### src/rtl/sti_sched.sv
// sti_sched: two-requester round-robin frame scheduler feeding a serializer.
// A granted frame is latched onto pi_*, a one-cycle load pulse starts the
// serializer, its so_valid burst is counted against the frame length, and a
// guard interval separates frames. A frame marked "last" ends the job: the
// scheduler stops granting, waits for the downstream memory to finish and
// parks in DONE until reset.
module sti_sched #(
   parameter int GAP = 4,   // idle guard cycles after each frame (1..15)
   parameter int TMO = 15   // cycles allowed from load to so_valid (1..63)
) (
   input  logic        clk,
   input  logic        reset,
   input  logic [1:0]  req,
   input  logic [15:0] r0_data,
   input  logic [15:0] r1_data,
   input  logic [4:0]  r0_cfg,
   input  logic [4:0]  r1_cfg,
   input  logic        r0_last,
   input  logic        r1_last,
   output logic [1:0]  gnt,
   output logic        load,
   output logic [15:0] pi_data,
   output logic [1:0]  pi_length,
   output logic        pi_fill,
   output logic        pi_msb,
   output logic        pi_low,
   output logic        pi_end,
   input  logic        so_valid,
   input  logic        oem_finish,
   output logic        busy,
   output logic        done,
   output logic        err
);

   typedef enum logic [2:0] {
      IDLE,
      LOAD,
      WAIT_V,
      XFER,
      GUARD,
      FLUSH,
      DONE
   } state_t;

   localparam logic [3:0] GAP_C = 4'(GAP);
   localparam logic [5:0] TMO_C = 6'(TMO);

   state_t     state;
   logic       ptr;         // 0: requester 0 wins a tie, 1: requester 1 wins
   logic       end_latch;   // job's final frame has been granted
   logic [5:0] wait_cnt;    // cycles spent in WAIT_V
   logic [5:0] bit_cnt;     // so_valid cycles seen for the current frame
   logic [3:0] gap_cnt;     // guard cycles elapsed, counting from 1

   logic       win;         // arbitration winner (0 or 1)
   logic       grant_ok;
   logic       gap_done;
   logic       take_grant;
   logic [5:0] bit_target;

   // Arbitration: a sole requester always wins, a tie goes to the pointer.
   always_comb begin
      // NOTE: assigning a default before the case keeps every path driven, so no latch is inferred.
      win = 1'b0;
      case (req)
         2'b10:   win = 1'b1;
         2'b11:   win = ptr;
         default: win = 1'b0;
      endcase
   end

   assign grant_ok = (req != 2'b00) && !end_latch;

   // The last guard cycle doubles as the arbitration slot, so a waiting
   // request is granted GAP+1 cycles after so_valid falls without an extra
   // pass through IDLE.
   assign gap_done   = (state == GUARD) && (gap_cnt == GAP_C);
   assign take_grant = grant_ok && ((state == IDLE) || gap_done);

   // Expected serializer bit count: 8, 16, 24 or 32 bits.
   assign bit_target = {1'b0, pi_length, 3'b000} + 6'd8;

   // Sequencer: state, counters, latches and every registered output.
   always_ff @(posedge clk) begin
      if (!reset) begin
         // NOTE: reset is sampled only at the clock edge, so it sits inside the clocked branch, not in the sensitivity list.
         state     <= IDLE;
         ptr       <= 1'b0;
         end_latch <= 1'b0;
         wait_cnt  <= '0;
         bit_cnt   <= '0;
         gap_cnt   <= '0;
         gnt       <= 2'b00;
         load      <= 1'b0;
         pi_data   <= '0;
         pi_length <= '0;
         pi_fill   <= 1'b0;
         pi_msb    <= 1'b0;
         pi_low    <= 1'b0;
         pi_end    <= 1'b0;
         busy      <= 1'b0;
         done      <= 1'b0;
         err       <= 1'b0;
      end else begin
         // NOTE: non-blocking assignments throughout, so every branch sees the pre-edge register values.
         gnt  <= 2'b00;
         load <= 1'b0;

         if (take_grant) begin
            gnt       <= win ? 2'b10 : 2'b01;
            pi_data   <= win ? r1_data : r0_data;
            {pi_length, pi_fill, pi_msb, pi_low} <= win ? r1_cfg : r0_cfg;
            pi_end    <= win ? r1_last : r0_last;
            end_latch <= win ? r1_last : r0_last;
            ptr       <= ~ptr;
            busy      <= 1'b1;
            state     <= LOAD;
         end else begin
            case (state)
               IDLE: begin
                  // waiting for a request; granting is handled above
               end

               LOAD: begin
                  load     <= 1'b1;
                  wait_cnt <= '0;
                  state    <= WAIT_V;
               end

               WAIT_V: begin
                  if (so_valid) begin
                     // the first shifted bit is counted on the way in
                     bit_cnt <= 6'd1;
                     state   <= XFER;
                  end else if (wait_cnt + 6'd1 == TMO_C) begin
                     err     <= 1'b1;
                     gap_cnt <= 4'd1;
                     state   <= GUARD;
                  end else begin
                     wait_cnt <= wait_cnt + 6'd1;
                  end
               end

               XFER: begin
                  if (so_valid) begin
                     // saturate so an overlong burst cannot wrap onto a legal length
                     if (bit_cnt != 6'h3f) begin
                        bit_cnt <= bit_cnt + 6'd1;
                     end
                  end else begin
                     if (bit_cnt != bit_target) begin
                        err <= 1'b1;
                     end
                     gap_cnt <= 4'd1;
                     state   <= GUARD;
                  end
               end

               GUARD: begin
                  if (gap_done) begin
                     busy  <= 1'b0;
                     state <= end_latch ? FLUSH : IDLE;
                  end else begin
                     gap_cnt <= gap_cnt + 4'd1;
                  end
               end

               FLUSH: begin
                  if (oem_finish) begin
                     done  <= 1'b1;
                     state <= DONE;
                  end
               end

               DONE: begin
                  // terminal until reset
               end

               default: state <= IDLE;
            endcase
         end
      end
   end

endmodule

### config.mk
export PLATFORM = sky130hd
export DESIGN_NAME = sti_sched
export DESIGN_NICKNAME = d
export VERILOG_FILES = /design/src/rtl/sti_sched.sv
export SDC_FILE = /design/constraint.sdc
export NUM_CORES = 1
export LEC_CHECK = 0
export BUFFER_PORTS_ARGS = -buffer_cell sky130_fd_sc_hd__buf_2
export CORE_MARGIN = 2
export CORE_UTILIZATION = 32
export CTS_CLUSTER_SIZE = 30
export DETAILED_ROUTE_END_ITERATION = 6
export SETUP_SLACK_MARGIN = 0.2
export SYNTH_ARGS = -nofsm -noshare
export SYNTH_HDL_FRONTEND = slang
export SYNTH_SLANG_ARGS = --single-unit
### constraint.sdc
create_clock -name clk -period 4.5 [get_ports clk]
set_clock_uncertainty 0.2 [all_clocks]
set_input_delay 0 -clock clk [delete_from_list [all_inputs] [get_ports clk]]
set_output_delay 0 -clock clk [all_outputs]
set_load 0.01 [all_outputs]
== Word level (Yosys, flattened, before mapping) ==
Cells that the tools add are included.
Operators by class
  add/sub/neg operators: 4
  equal/unequal tests: 29
  reduce and logical (&&, ||, !) cells: 23
  mux-type cells: 34
  bitwise operators: 4
Operator list (count)
  $mux 6: 5
  $pmux 6 s2: 2
  $ne 2x2->1 const B: 11
  $mux 3: 6
  $pmux 3 s6: 1
  $mux 16: 1
  $mux 4: 4
  $reduce_and 5->1: 3
  $add 6x1->6 const B: 2
  $ne 3x3->1 const B: 4
  $pmux 4 s3: 1
  $reduce_and 6->1: 2
  $mux 1: 10
  $reduce_bool 2->1: 5
  $eq 3x3->1 const B: 3
  $add 5x4->6 const B: 1
  $eq 3x2->1 const B: 2
  $eq 6x4->1 const B: 1
  $ne 6x6->1: 1
  $ne 6x6->1 const B: 1
  $mux 5: 1
  $add 4x1->4 const B: 1
  $eq 2x2->1 const B: 2
  $eq 4x3->1 const B: 1
  15 further kinds: 23
Word-level totals
  logic and storage cells: 111
  register bits: 48
  output and inout port bits: 28
  bits of input ports: 50

== Logic depth before layout (Yosys ltp) ==
Gate-level depths: netlist (run 1).
  depth in word-level cells: 6
  gate-level depth with buffers: 8
  gate-level depth less buffers: 7

== Least setup slack after synthesis (run 1) ==
OpenSTA, ideal clock, no wires.
  kind: register to register
  start point: reg gap_cnt[0]
  end point: reg pi_data[12]
  clock period less this slack: 2.133 ns
  data arrival time: 1.819 ns
  setup slack: 2.367 ns
  stages on the path, launching flop included: 9
  data required time: 4.186 ns
  buffers on the path: 1
  library setup time: 0.114 ns
  path through: dfxtp_1 -> inv_1 -> ha_1 -> nand3b_4 -> a2111oi_4 -> nor2_2 -> buf_6 -> a22o_1 -> a21o_1
On the way
  cells in the longest elaborated chain, start to end: 4
RTL lines
  start: declaration: line 53  | logic [3:0] gap_cnt;
  start signal: assignment: line 164  | gap_cnt <= gap_cnt + 4'd1;
  $eq 4x3->1: line 77  | assign gap_done = (state == GUARD) && (gap_cnt == GAP_C);
  $logic_and 1x1->1: line 77
  $logic_or 1x1->1: line 78  | assign take_grant = grant_ok && ((state == IDLE) || gap_done);
  $logic_and 1x1->1: line 78
  end signal: assignment: line 111  | pi_data <= win ? r1_data : r0_data;
  end: declaration: line 22  | output logic [15:0] pi_data,
Every way passes these cells.
A chain may end at the register's enable or synchronous reset.

== Worst setup path in the final report (run 1) ==
  start point: reg gap_cnt[0]
  end point: reg pi_data[10]
The elaborated chain is that of the path after synthesis.

==> results of run 1 <==
==> flip-flops by register name, summed over array words and instances, names as in the netlist <==
signal     count
done           1
pi_fill        1
pi_msb         1
state          3
err            1
wait_cnt       6
pi_data       16
gnt            2
bit_cnt        6
ptr            1
gap_cnt        4
pi_low         1
end_latch      1
load           1
busy           1
pi_length      2
==> where the power goes <==
part	internal, uW	switching, uW
Clock	182	151
Combinational	188	155
Sequential	478	45.5
Total	849	351
==> cell type report <==
class | instances | area, um2 | share of cell area
clock inverters | 2 | 38.8 | 0.0117
flip-flops and latches | 48 | 961 | 0.291
inverters | 9 | 33.8 | 0.0102
repair buffers | 125 | 863 | 0.261
clock buffers | 6 | 82.6 | 0.0250
well taps | 96 | 120 | 0.0364
multi-input cells | 173 | 1200 | 0.364
==> per-layer routing <==
layer	vias to the layer above	wire, um	track usage
met4	0	137	0.0651
met2	48	3070	0.273
li1	1125	-	-
met1	1047	2780	0.199
met5	-	0	0
met3	13	231	0.0342
==> kinds of logic (layout without fill, tap and decap cells) <==
family,count (synthesis),in the layout,share of synthesized area
AOI/OAI and AO/OA,84,84,0.270
and+or+nand+nor,70,70,0.166
DFF,48,48,0.416
buffers and inverters,24,142,0.0628
xor gates and xnor gates,10,10,0.0379
adders and majority gates,7,7,0.0379
muxes,2,2,0.00921
==> worst max-delay path: cells and delay by family, from the launching register on <==
| kind | cells | cell delay [ns] |
|---|---|---|
| AOI/OAI and AO/OA | 3 | 1.08 |
| buffers and inverters | 2 | 0.62 |
| and+or+nand+nor | 2 | 0.43 |
| DFF | 1 | 0.36 |
| adders and majority gates | 1 | 0.21 |
==> Yosys cell counts (7+ instances only) <==
library cell / count / area (um2)
dfxtp_1: 48 / 961
a21o_1: 21 / 158
a22o_1: 21 / 184
nor2_1: 18 / 67.6
nand2_1: 15 / 56.3
a21oi_1: 13 / 65.1
o21ai_0: 10 / 50.1
inv_1: 9 / 33.8
buf_6: 7 / 78.8
ha_1: 7 / 87.6
nor3_1: 7 / 35.0
==> path summary, 6_finish.rpt <==
check	end	startpoint
max	pi_data[10]	gap_cnt[0]
min	state[1]	so_valid
max reg2reg	pi_data[10]	gap_cnt[0]
min reg2reg	err	err
==> metrics by stage <==
stage	setup slack, ns	total power [uW]	hold slack, ns	utilization	area, um2
detailed placement	2.07	801	-0.00121	0.393	2710
global route	1.33	1280	0.0253	0.478	3300
finish	1.49	1200	0.00942	0.478	3300
global placement	2.10	798	-0.00579	0.393	2710
floorplan	2.37	719	-0.0902	-	2310
CTS	1.51	1200	0.00124	0.478	3300
==> results by group, run 1 <==
Layout
  • # fillers: 685
  • Nets: ~420
  • Layout cells sized above 1: 0.262
  • Most common cell after layout, fill and taps aside: buf_2
  • Fin cells: between 400 and 500
  • Leading cell types in the layout, fill and taps excluded: 77 x buf_2, 48 x dfxtp_1, 47 x dlygate4sd3_1
  • P&R area growth vs syn: 43.0%
  • Diodes inserted: 0

Global routing
  • Vias in the first global route: between 2000 and 2500
  • GRT Total Usage: 0.161
  • Initial antenna violation count: 0
  • Global-route wire length before repair: ~9800 um
  • Pin count of the biggest net entering global routing: 23
  • Grt ovf: 0

Critical path
  • Arrival @ worst endpoint: 3.01 ns
  • WS Path Type: reg -> reg
  • Crit path cell chain: inv_1 -> ha_1 -> nand3b_4 -> a2111oi_4 -> nor2_2 -> a22o_1 -> a21o_1 -> dlygate4sd3_1
  • Critical Path End Type: register
  • Reg2reg path depth: 8
  • CP max-delay cell: a2111oi_4
  • Startpoint types: register
  • CP required: about 4.5 ns
  • Crit Path Max Fanout: 21
  • Max incr delay on CP: 0.59 ns
  • Reg2Reg Setup Slack: roughly 1.5 ns

Placement
  • Detailed placer's ending HPWL: about 3900 um
  • Count of input and output buffers: between 70 and 80
  • Final Wtd Congestion: between 0.7 and 0.8
  • DP Cell Count: between 400 and 500

Clocking
  • CTS H-Tree Depth: 2
  • Hold_buf cts: 47
  • Worst-case clock buffer depth: 2
  • Root Driver: clkbuf_8
  • CTS tree: done
  • Post-CTS Setup Inserts: 0
  • Post-CTS sizing: 0
  • # clock sinks: 48
  • CTS buffer count: 5
  • Clock transition at path regs: about 0.09 ns
  • Worst skew pair latency: about 0.30 ns

Run status
  • Status: completed

Die
  • I/O Pins: slightly below 80
  • Die area: a little under 8000 um2
  • Initial core utilization: 0.334
  • Die Y: roughly 89 um
  • Die width: between 80 and 90 um
  • Core area: slightly below 7000 um2
  • Row cnt: 30

Power and ir drop
  • Cell Pwr Density: 363 nW/um2
  • Peak VDD IR: 0.112 mV
  • Pleak: between 0.0015 and 0.002 uW

Logic synthesis
  • Synthesis-stage register bit count: between 40 and 50
  • Syn_nets: a little over 300
  • Unique masters post-synth: 43
  • EDFF count, synth: 0
  • Cell area after synthesis: 2310 um2
  • Synth Instances: about 250
  • Sequential-to-total area share from yosys stat: 0.416
  • Avg Cell Area, Syn: approximately 9.4 um2
  • Async set-reset flop share out of synthesis: 0
  • Synth Warn #: 0
  • Predominant post-synthesis flop cell: dfxtp_1

Timing
  • Final Setup Violations: 0
  • RSZ-0062 raised after global routing: false
  • Final Max Tran Viols: 0
  • Period utilisation layout: 0.669
  • Tightest Pin Transition: slightly below 0.9 ns
  • Normalized max-slew margin: 0.417
  • Hold Fails Final Rpt: 0
  • TNS Setup: 0 ns
  • Post-route minimum period: ~3.0 ns
  • Max Fclk: about 330 MHz

Hold path
  • HP Class: in -> reg
  • Hold Path Depth: 4

Job
  • Max-cap violations: 0

Detailed routing
  • Via density: a little under 5
  • Vias: ~2200
  • DRT Pass-1 Iters: 6
  • Initial DRC count: around 120
  • Routed len/inst: 13.6 um
  • Post-route DRC violation count: 0
  • Post-route ant nets: 0
  • Final wirelength: 6220 um
No activity file was read; power rests on OpenSTA's default activity.
==> run 2: changes to the inputs <==
- ABC_AREA: default -> 1
- clock period: 4.5 -> 2.5 ns (I/O delays scaled with it)
==> run 2 against run 1 <==
  * Non-clock buffer count shrank 1
  * Synthesized area rose by 6.1%
  * Synthesized cell count rose by 41%
  * Cell count is 24% higher
  * Clock power grew 40%
  * Highest routed layer unchanged
==> results by group, run 2 <==
Run status
  • Status: completed (unchanged)

Die
  • Die Y: 91.5 um (was 89.0 um)
  • Core area: 7330 um2 (was 6910 um2)
  • Initial core utilization: 0.334 (about the same)
  • Die width: 91.5 um (was 89.0 um)
  • I/O Pins: 78 (unchanged)
  • Die area: 8370 um2 (was 7910 um2)
  • Row cnt: 31 (was 30)

Placement
  • DP Cell Count: 513 (was 404)
  • Detailed placer's ending HPWL: 4290 um (was 3930 um)
  • Final Wtd Congestion: 0.778 (was 0.800)
  • Count of input and output buffers: 77 (unchanged)
  • Pre-CTS setup slack: 0.455 ns (was 2.07 ns)

Logic synthesis
  • Cell area after synthesis: 2450 um2 (was 2310 um2)
  • Synth Warn #: 0 (unchanged)
  • Post-Synth XOR/XNOR Area: 0.0250 (was 0.0379)
  • Adder-cell area share of the yosys netlist: 0.0358 (was 0.0379)
  • Area share of and/or/nand/nor cells after synthesis: 0.378 (was 0.166)
  • Top-area cell type share of the netlist area: 0.392 (was 0.416)
  • Unique masters post-synth: 29 (was 43)
  • Main combinational cell family by area after synthesis: simple AND/OR/NAND/NOR gates (was compound AO/OA/AOI/OAI gates)
  • Sequential-to-total area share from yosys stat: 0.392 (was 0.416)
  • EDFF count, synth: 0 (unchanged)
  • Post-synth top cells: 113 x nand2_1, 48 x dfxtp_1, 43 x nand3_1 (was 48 x dfxtp_1, 21 x a21o_1, 21 x a22o_1)
  • Top-count cell post-synth: nand2_1 (was dfxtp_1)
  • Multiplexer share of the synthesized area: 0 (was 0.00921)
  • Synth Instances: 346 (was 245)
  • Synthesis-stage register bit count: 48 (unchanged)
  • Predominant post-synthesis flop cell: dfxtp_1 (unchanged)
  • Avg Cell Area, Syn: 7.08 um2 (was 9.43 um2)
  • Async set-reset flop share out of synthesis: 0 (unchanged)
  • Syn_nets: 403 (was 302)
  • Largest area contributor in the netlist: dfxtp_1 (unchanged)
  • Synth top area cells: dfxtp_1 39%, nand2_1 17%, nand3_1 8.8% (was dfxtp_1 42%, a22o_1 8.0%, a21o_1 6.8%)
  • Compound-Gate Fraction of Synth Area: 0.0761 (was 0.270)

Timing
  • Setup ws final: 0.453 ns (was 1.49 ns)
  • Final Setup Violations: 0 (unchanged)
  • TNS Setup: 0 ns (unchanged)
  • Period utilisation layout: 0.819 (was 0.669)
  • Normalized max-slew margin: 0.695 (was 0.417)
  • Post-route minimum period: 2.05 ns (was 3.01 ns)
  • Tightest Pin Transition: 0.454 ns (was 0.874 ns)
  • Final Max Tran Viols: 0 (unchanged)
  • Hold Fails Final Rpt: 0 (unchanged)
  • RSZ-0062 raised after global routing: false (unchanged)
  • Max Fclk: 488 MHz (was 332 MHz)

Layout
  • Nets: 525 (was 419)
  • Max reg flops: 16 (unchanged)
  • FF/Latch Area: 961 um2 (unchanged)
  • Multi-input gate area: 1260 um2 (was 1200 um2)
  • # fillers: 703 (was 685)
  • Largest regs: pi_data: 16 flops, bit_cnt: 6 flops, wait_cnt: 6 flops (unchanged)
  • Fin cells: 568 (was 459)
  • P&R area growth vs syn: 40.1% (was 43.0%)
  • Layout cells sized above 1: 0.213 (was 0.262)
  • Most flops, register: pi_data (unchanged)
  • Most common cell after layout, fill and taps aside: nand2_1 (was buf_2)
  • Leading cell types in the layout, fill and taps excluded: 112 x nand2_1, 77 x buf_2, 48 x dfxtp_1 (was 77 x buf_2, 48 x dfxtp_1, 47 x dlygate4sd3_1)
  • Diodes inserted: 0 (unchanged)

Detailed routing
  • Final wirelength: 6630 um (was 6220 um)
  • Routed len/inst: 11.7 um (was 13.6 um)
  • DRT Pass-1 Iters: 5 (was 6)
  • Vias: 2603 (was 2233)
  • Post-route ant nets: 0 (unchanged)
  • Initial DRC count: 133 (was 122)
  • Post-route DRC violation count: 0 (unchanged)
  • Via density: 4.58 (was 4.86)

Global routing
  • Grt ovf: 0 (unchanged)
  • Vias in the first global route: 2565 (was 2148)
  • Pin count of the biggest net entering global routing: 24 (was 23)
  • GRT Total Usage: 0.170 (was 0.161)
  • Global-route wire length before repair: 11800 um (was 9840 um)
  • Initial antenna violation count: 0 (unchanged)

Power and ir drop
  • Clk pwr share: 0.161 (was 0.278)
  • Final total power: 2900 uW (was 1200 uW)
  • Switching pwr: 1210 uW (was 351 uW)
  • Pleak: 0.00164 uW (was 0.00163 uW)
  • Peak VDD IR: 0.419 mV (was 0.112 mV)
  • Switching Share: 0.419 (was 0.293)
  • Combinational share of power: 0.435 (was 0.286)
  • Seq pwr share: 0.404 (was 0.437)
  • Int Power: 1680 uW (was 849 uW)
  • Cell Pwr Density: 844 nW/um2 (was 363 nW/um2)

Hold path
  • HP Start: req[1] (was so_valid)
  • Hold Path Depth: 4 (unchanged)
  • Hold EP: gnt[0] (was state[1])
  • HP Class: in -> reg (unchanged)

Clocking
  • Clock transition at path regs: 0.09 ns (about the same)
  • Worst-case clock buffer depth: 2 (unchanged)
  • Worst skew pair latency: 0.30 ns (about the same)
  • Post-CTS Setup Inserts: 0 (unchanged)
  • # clock sinks: 48 (unchanged)
  • CTS H-Tree Depth: 2 (unchanged)
  • Root Driver: clkbuf_8 (unchanged)
  • CTS buffer count: 5 (unchanged)
  • CTS tree: done (unchanged)

Critical path
  • Max incr delay on CP: 0.33 ns (was 0.59 ns)
  • Crit-path leading delay family: simple AND/OR/NAND/NOR gates (was compound AO/OA/AOI/OAI gates)
  • Reg2reg path depth: 10 (was 8)
  • Reg2Reg Setup Slack: 0.45 ns (was 1.49 ns)
  • Crit path cell chain: inv_1 -> ha_1 -> nand3_1 -> nor2_4 -> inv_2 -> a21oi_4 -> nand2_4 -> nor2_8 -> nand2_1 -> nand3_1 (was inv_1 -> ha_1 -> nand3b_4 -> a2111oi_4 -> nor2_2 -> a22o_1 -> a21o_1 -> dlygate4sd3_1)
  • Startpoint types: register (unchanged)
  • Worst reg2reg startpoint: gap_cnt[0] (unchanged)
  • Crit-path most repeated cell: nand3_1
  • R2r endpoint: pi_fill (was pi_data[10])
  • Critical Path End Type: register (unchanged)
  • Arrival @ worst endpoint: 2.10 ns (was 3.01 ns)
  • Buffers plus inverters on the worst setup path: 2 (unchanged)
  • Crit Path Max Fanout: 23 (was 21)
  • WS Path Type: reg -> reg (unchanged)
  • CP required: 2.55 ns (was 4.50 ns)
  • CP max-delay cell: dfxtp_1 (was a2111oi_4)

Job
  • Max-cap violations: 0 (unchanged)
## run 2: power groups by stage
stage          logic [uW]  registers [uW]  clock network (uW)
2_1_floorplan         856            1220                   0
3_3_place_gp         1190            1180                   0
3_5_place_dp         1200            1180                   0
4_1_cts              1260            1170                 485
5_1_grt              1460            1200                 522
6_report             1260            1170                 467
## run 2: worst max-delay path by stage
| stage | startpoint | endpoint | slack [ns] | cells after the start |
|---|---|---|---|---|
| floorplan | gap_cnt[0] | pi_length[0] | 0.73 | 12 |
| global placement | gap_cnt[0] | end_latch | 0.48 | 10 |
| detailed placement | wait_cnt[1] | wait_cnt[4] | 0.45 | 12 |
| CTS | wait_cnt[1] | wait_cnt[4] | 0.44 | 12 |
| global route | gap_cnt[0] | pi_fill | 0.30 | 10 |
| finish | gap_cnt[0] | pi_fill | 0.45 | 10 |
## run 2: through the flow
stage                      util  instance area [um2]  hold slack [ns]
after detailed placement  0.392                 2870          0.00882
after CTS                 0.468                 3430           0.0284
after global routing      0.468                 3430           0.0428
after floorplan               -                 2450          -0.0868
final                     0.468                 3430           0.0345
after global placement    0.392                 2870         -0.00317
## run 2: routing by layer
metal	part of all wire	vias up	global-route usage
li1	-	1344	-
met1	0.44	1156	0.209
met2	0.47	92	0.289
met3	0.072	11	0.0473
met4	0.015	0	0.0467
met5	0	-	0
## run 2: final cells by class
class,instances,share of cell area
clock inverters,2,0.00474
multi-input cells,252,0.368
inverters,37,0.0405
well taps,99,0.0361
repair buffers,124,0.249
flip-flops and latches,48,0.280
clock buffers,6,0.0211
## run 2: repair_timing
action | in CTS | in global routing
hold endpoints to repair | 37 | 0
hold buffers | 47 | 0
resized for setup | 0 | 1
setup endpoints to repair | 0 | 1
## run 2: worst reg2reg max path, stage by stage, from the launching register on
cell,delay (ns)
dfxtp_1,0.33
inv_1,0.12
ha_1,0.16
nand3_1,0.12
nor2_4,0.14
inv_2,0.06
a21oi_4,0.19
nand2_4,0.13
nor2_8,0.30
nand2_1,0.14
nand3_1,0.10
## run 2: logic make-up after synthesis
logic type      after synthesis
compound gates               30
xor+xnor                      7
fa+ha+maj                     7
buf+inv                      46
flops                        48
simple gates                208
==> run 3: changes to the inputs <==
- clock period: 2.5 -> 2 ns (I/O delays scaled with it)
==> run 3 against run 2 <==
  * The run now ends with negative hold slack left
  * Global-route usage is 2.2 points higher
  * Flip-flop and latch count stayed put
  * Sequential power is 28% higher
  * Clock-buffer cell count is 1 lower
  * Critical path depth is 2 higher
  * Utilization is 7.7 points higher
  * Via count is 8.6% higher
  * Cell area is 16% higher
  * Critical endpoint is now pi_data[14]
  * Fmax is 9.7% higher
  * Die area stayed put
  * Register-to-register slack worse by 0.32 ns
  * Setup slack worse by 0.32 ns
==> results by group, run 3 (synthesized netlist as in run 2, its figures left out) <==
Run status
  • Status: complete, but fails checks (was completed)
  • Failing checks: negative hold slack

Hold path
  • Hold Path Depth: 5 (was 4)
  • Hold EP: pi_data[3] (was gnt[0])
  • HP Start: reset (was req[1])
  • HP Class: in -> reg (unchanged)

Critical path
  • Reg2Reg Setup Slack: 0.13 ns (was 0.45 ns)
  • Crit Path Max Fanout: 23 (unchanged)
  • Startpoint types: register (unchanged)
  • Worst reg2reg startpoint: gap_cnt[0] (unchanged)
  • WS Path Type: reg -> reg (unchanged)
  • CP required: 2.00 ns (was 2.55 ns)
  • Arrival @ worst endpoint: 1.86 ns (was 2.10 ns)
  • R2r endpoint: pi_data[14] (was pi_fill)
  • Critical Path End Type: register (unchanged)
  • Reg2reg path depth: 12 (was 10)

Global routing
  • Global-route wire length before repair: 13100 um (was 11800 um)
  • Pin count of the biggest net entering global routing: 24 (unchanged)
  • GRT Total Usage: 0.192 (was 0.170)
  • Grt ovf: 0 (unchanged)
  • Vias in the first global route: 2949 (was 2565)
  • Initial antenna violation count: 0 (unchanged)

Power and ir drop
  • Cell Pwr Density: 1160 nW/um2 (was 844 nW/um2)
  • Pleak: 0.00187 uW (was 0.00164 uW)
  • Peak VDD IR: 0.560 mV (was 0.419 mV)

Clocking
  • Root Driver: clkbuf_8 (unchanged)
  • Worst-case clock buffer depth: 2 (unchanged)
  • Worst skew pair latency: 0.30 ns (about the same)
  • # clock sinks: 48 (unchanged)
  • CTS H-Tree Depth: 2 (unchanged)
  • CTS tree: done (unchanged)
  • CTS buffer count: 5 (unchanged)
  • Clock transition at path regs: 0.09 ns (about the same)

Timing
  • RSZ-0062 raised after global routing: true (was false)
  • Hold Fails Final Rpt: 2 (was 0)
  • Hold slack final: -0.00402 ns (was 0.0345 ns)
  • Final Max Tran Viols: 0 (unchanged)
  • Max Fclk: 536 MHz (was 488 MHz)
  • Period utilisation layout: 0.933 (was 0.819)
  • TNS Setup: 0 ns (unchanged)
  • Final Setup Violations: 0 (unchanged)
  • Post-route minimum period: 1.87 ns (was 2.05 ns)
  • Tightest Pin Transition: 0.438 ns (was 0.454 ns)
  • Normalized max-slew margin: 0.705 (was 0.695)

Layout
  • Largest regs: pi_data: 16 flops, bit_cnt: 6 flops, wait_cnt: 6 flops (unchanged)
  • Max reg flops: 16 (unchanged)
  • Most flops, register: pi_data (unchanged)
  • Final core utilization: 0.545 (was 0.468)
  • Most common cell after layout, fill and taps aside: nand2_1 (unchanged)
  • Nets: 559 (was 525)
  • Leading cell types in the layout, fill and taps excluded: 101 x nand2_1, 77 x buf_2, 48 x dlygate4sd3_1 (was 112 x nand2_1, 77 x buf_2, 48 x dfxtp_1)
  • Diodes inserted: 0 (unchanged)
  • Fin cells: 601 (was 568)
  • P&R area growth vs syn: 63.2% (was 40.1%)
  • Layout cells sized above 1: 0.337 (was 0.213)

Placement
  • DP Cell Count: 524 (was 513)
  • Detailed placer's ending HPWL: 4500 um (was 4290 um)
  • Final Wtd Congestion: 0.790 (was 0.778)
  • Count of input and output buffers: 77 (unchanged)

Die
  • Core area: 7330 um2 (unchanged)
  • Die area: 8370 um2 (unchanged)
  • Initial core utilization: 0.334 (unchanged)
  • Die Y: 91.5 um (unchanged)
  • I/O Pins: 78 (unchanged)
  • Die width: 91.5 um (unchanged)
  • Row cnt: 31 (unchanged)

Job
  • Max-cap violations: 0 (unchanged)

Detailed routing
  • DRT Pass-1 Iters: 4 (was 5)
  • Initial DRC count: 135 (was 133)
  • Routed len/inst: 13.4 um (was 11.7 um)
  • Vias: 2828 (was 2603)
  • Post-route DRC violation count: 0 (unchanged)
  • Via density: 4.71 (was 4.58)
  • Post-route ant nets: 0 (unchanged)
  • Final wirelength: 8080 um (was 6630 um)
==> run 3: cell types whose count changed in the layout (fill, tap and decap cells not counted), sizes merged <==
cell,change
clkinvlp,-1
clkbuf,-1
nor2,+5
dlygate4sd3,+1
clkinv,-1
buf,+25
bufinv,+2
bufbuf,+1
nand2,+2
==> run 3: worst max-delay path: stages (launching register included) <==
cell and delay [ns]:
dfxtp_2 0.33, inv_2 0.07, ha_4 0.14, nand3_4 0.07, nor2_4 0.10, inv_2 0.06
a21oi_4 0.21, buf_6 0.16, inv_2 0.05, nand2_4 0.09, inv_8 0.08, nand2_1 0.09
nand3_1 0.09
==> run 3: per-layer routing <==
layer | GRT usage | share of wire | up-vias | routed length (um)
li1 | - | - | 1430 | -
met1 | 0.212 | 0.40 | 1281 | 3230
met2 | 0.345 | 0.51 | 98 | 4110
met3 | 0.0498 | 0.063 | 19 | 505
met4 | 0.0821 | 0.029 | 0 | 234
met5 | 0 | 0 | - | 0
==> run 3: how the worst max path moves through the flow <==
stage,endpoint,start,slack [ns]
after floorplan,pi_length[0],gap_cnt[0],0.23
after global placement,end_latch,gap_cnt[0],0.05
after detailed placement,end_latch,gap_cnt[0],0.02
after CTS,pi_data[15],gap_cnt[0],0.16
after global routing,pi_data[13],gap_cnt[0],0.04
final,pi_data[14],gap_cnt[0],0.13
==> run 3: through the flow <==
stage	setup slack (ns)	instance area [um2]	total power [uW]
after floorplan	0.227	2450	2600
after global placement	0.0482	2950	3080
after detailed placement	0.0157	2950	3090
after CTS	0.160	3820	4360
after global routing	0.0445	4000	4970
final	0.134	4000	4650
==> run 3: cell type report <==
class | instances | area (um2)
Inverter | 37 | 146
Fill cell | 639 | 3330
Tap cell | 99 | 124
Clock buffer | 5 | 68.8
Timing Repair Buffer | 151 | 1130
Clock inverter | 2 | 60.1
Sequential cell | 48 | 980
Multi-Input combinational cell | 259 | 1490
==> run 3: report_power, final <==
part,switching [uW],internal [uW]
combinational,1290,1020
sequential,234,1260
clock,341,493
==> run 3: repair_timing <==
item                       CTS  global route
pin swaps                   13            18
hold endpoints to repair    28             0
setup endpoints to repair   37            43
gates cloned                 7             1
setup buffers               10             4
resized for setup           25            37
hold buffers                48             0
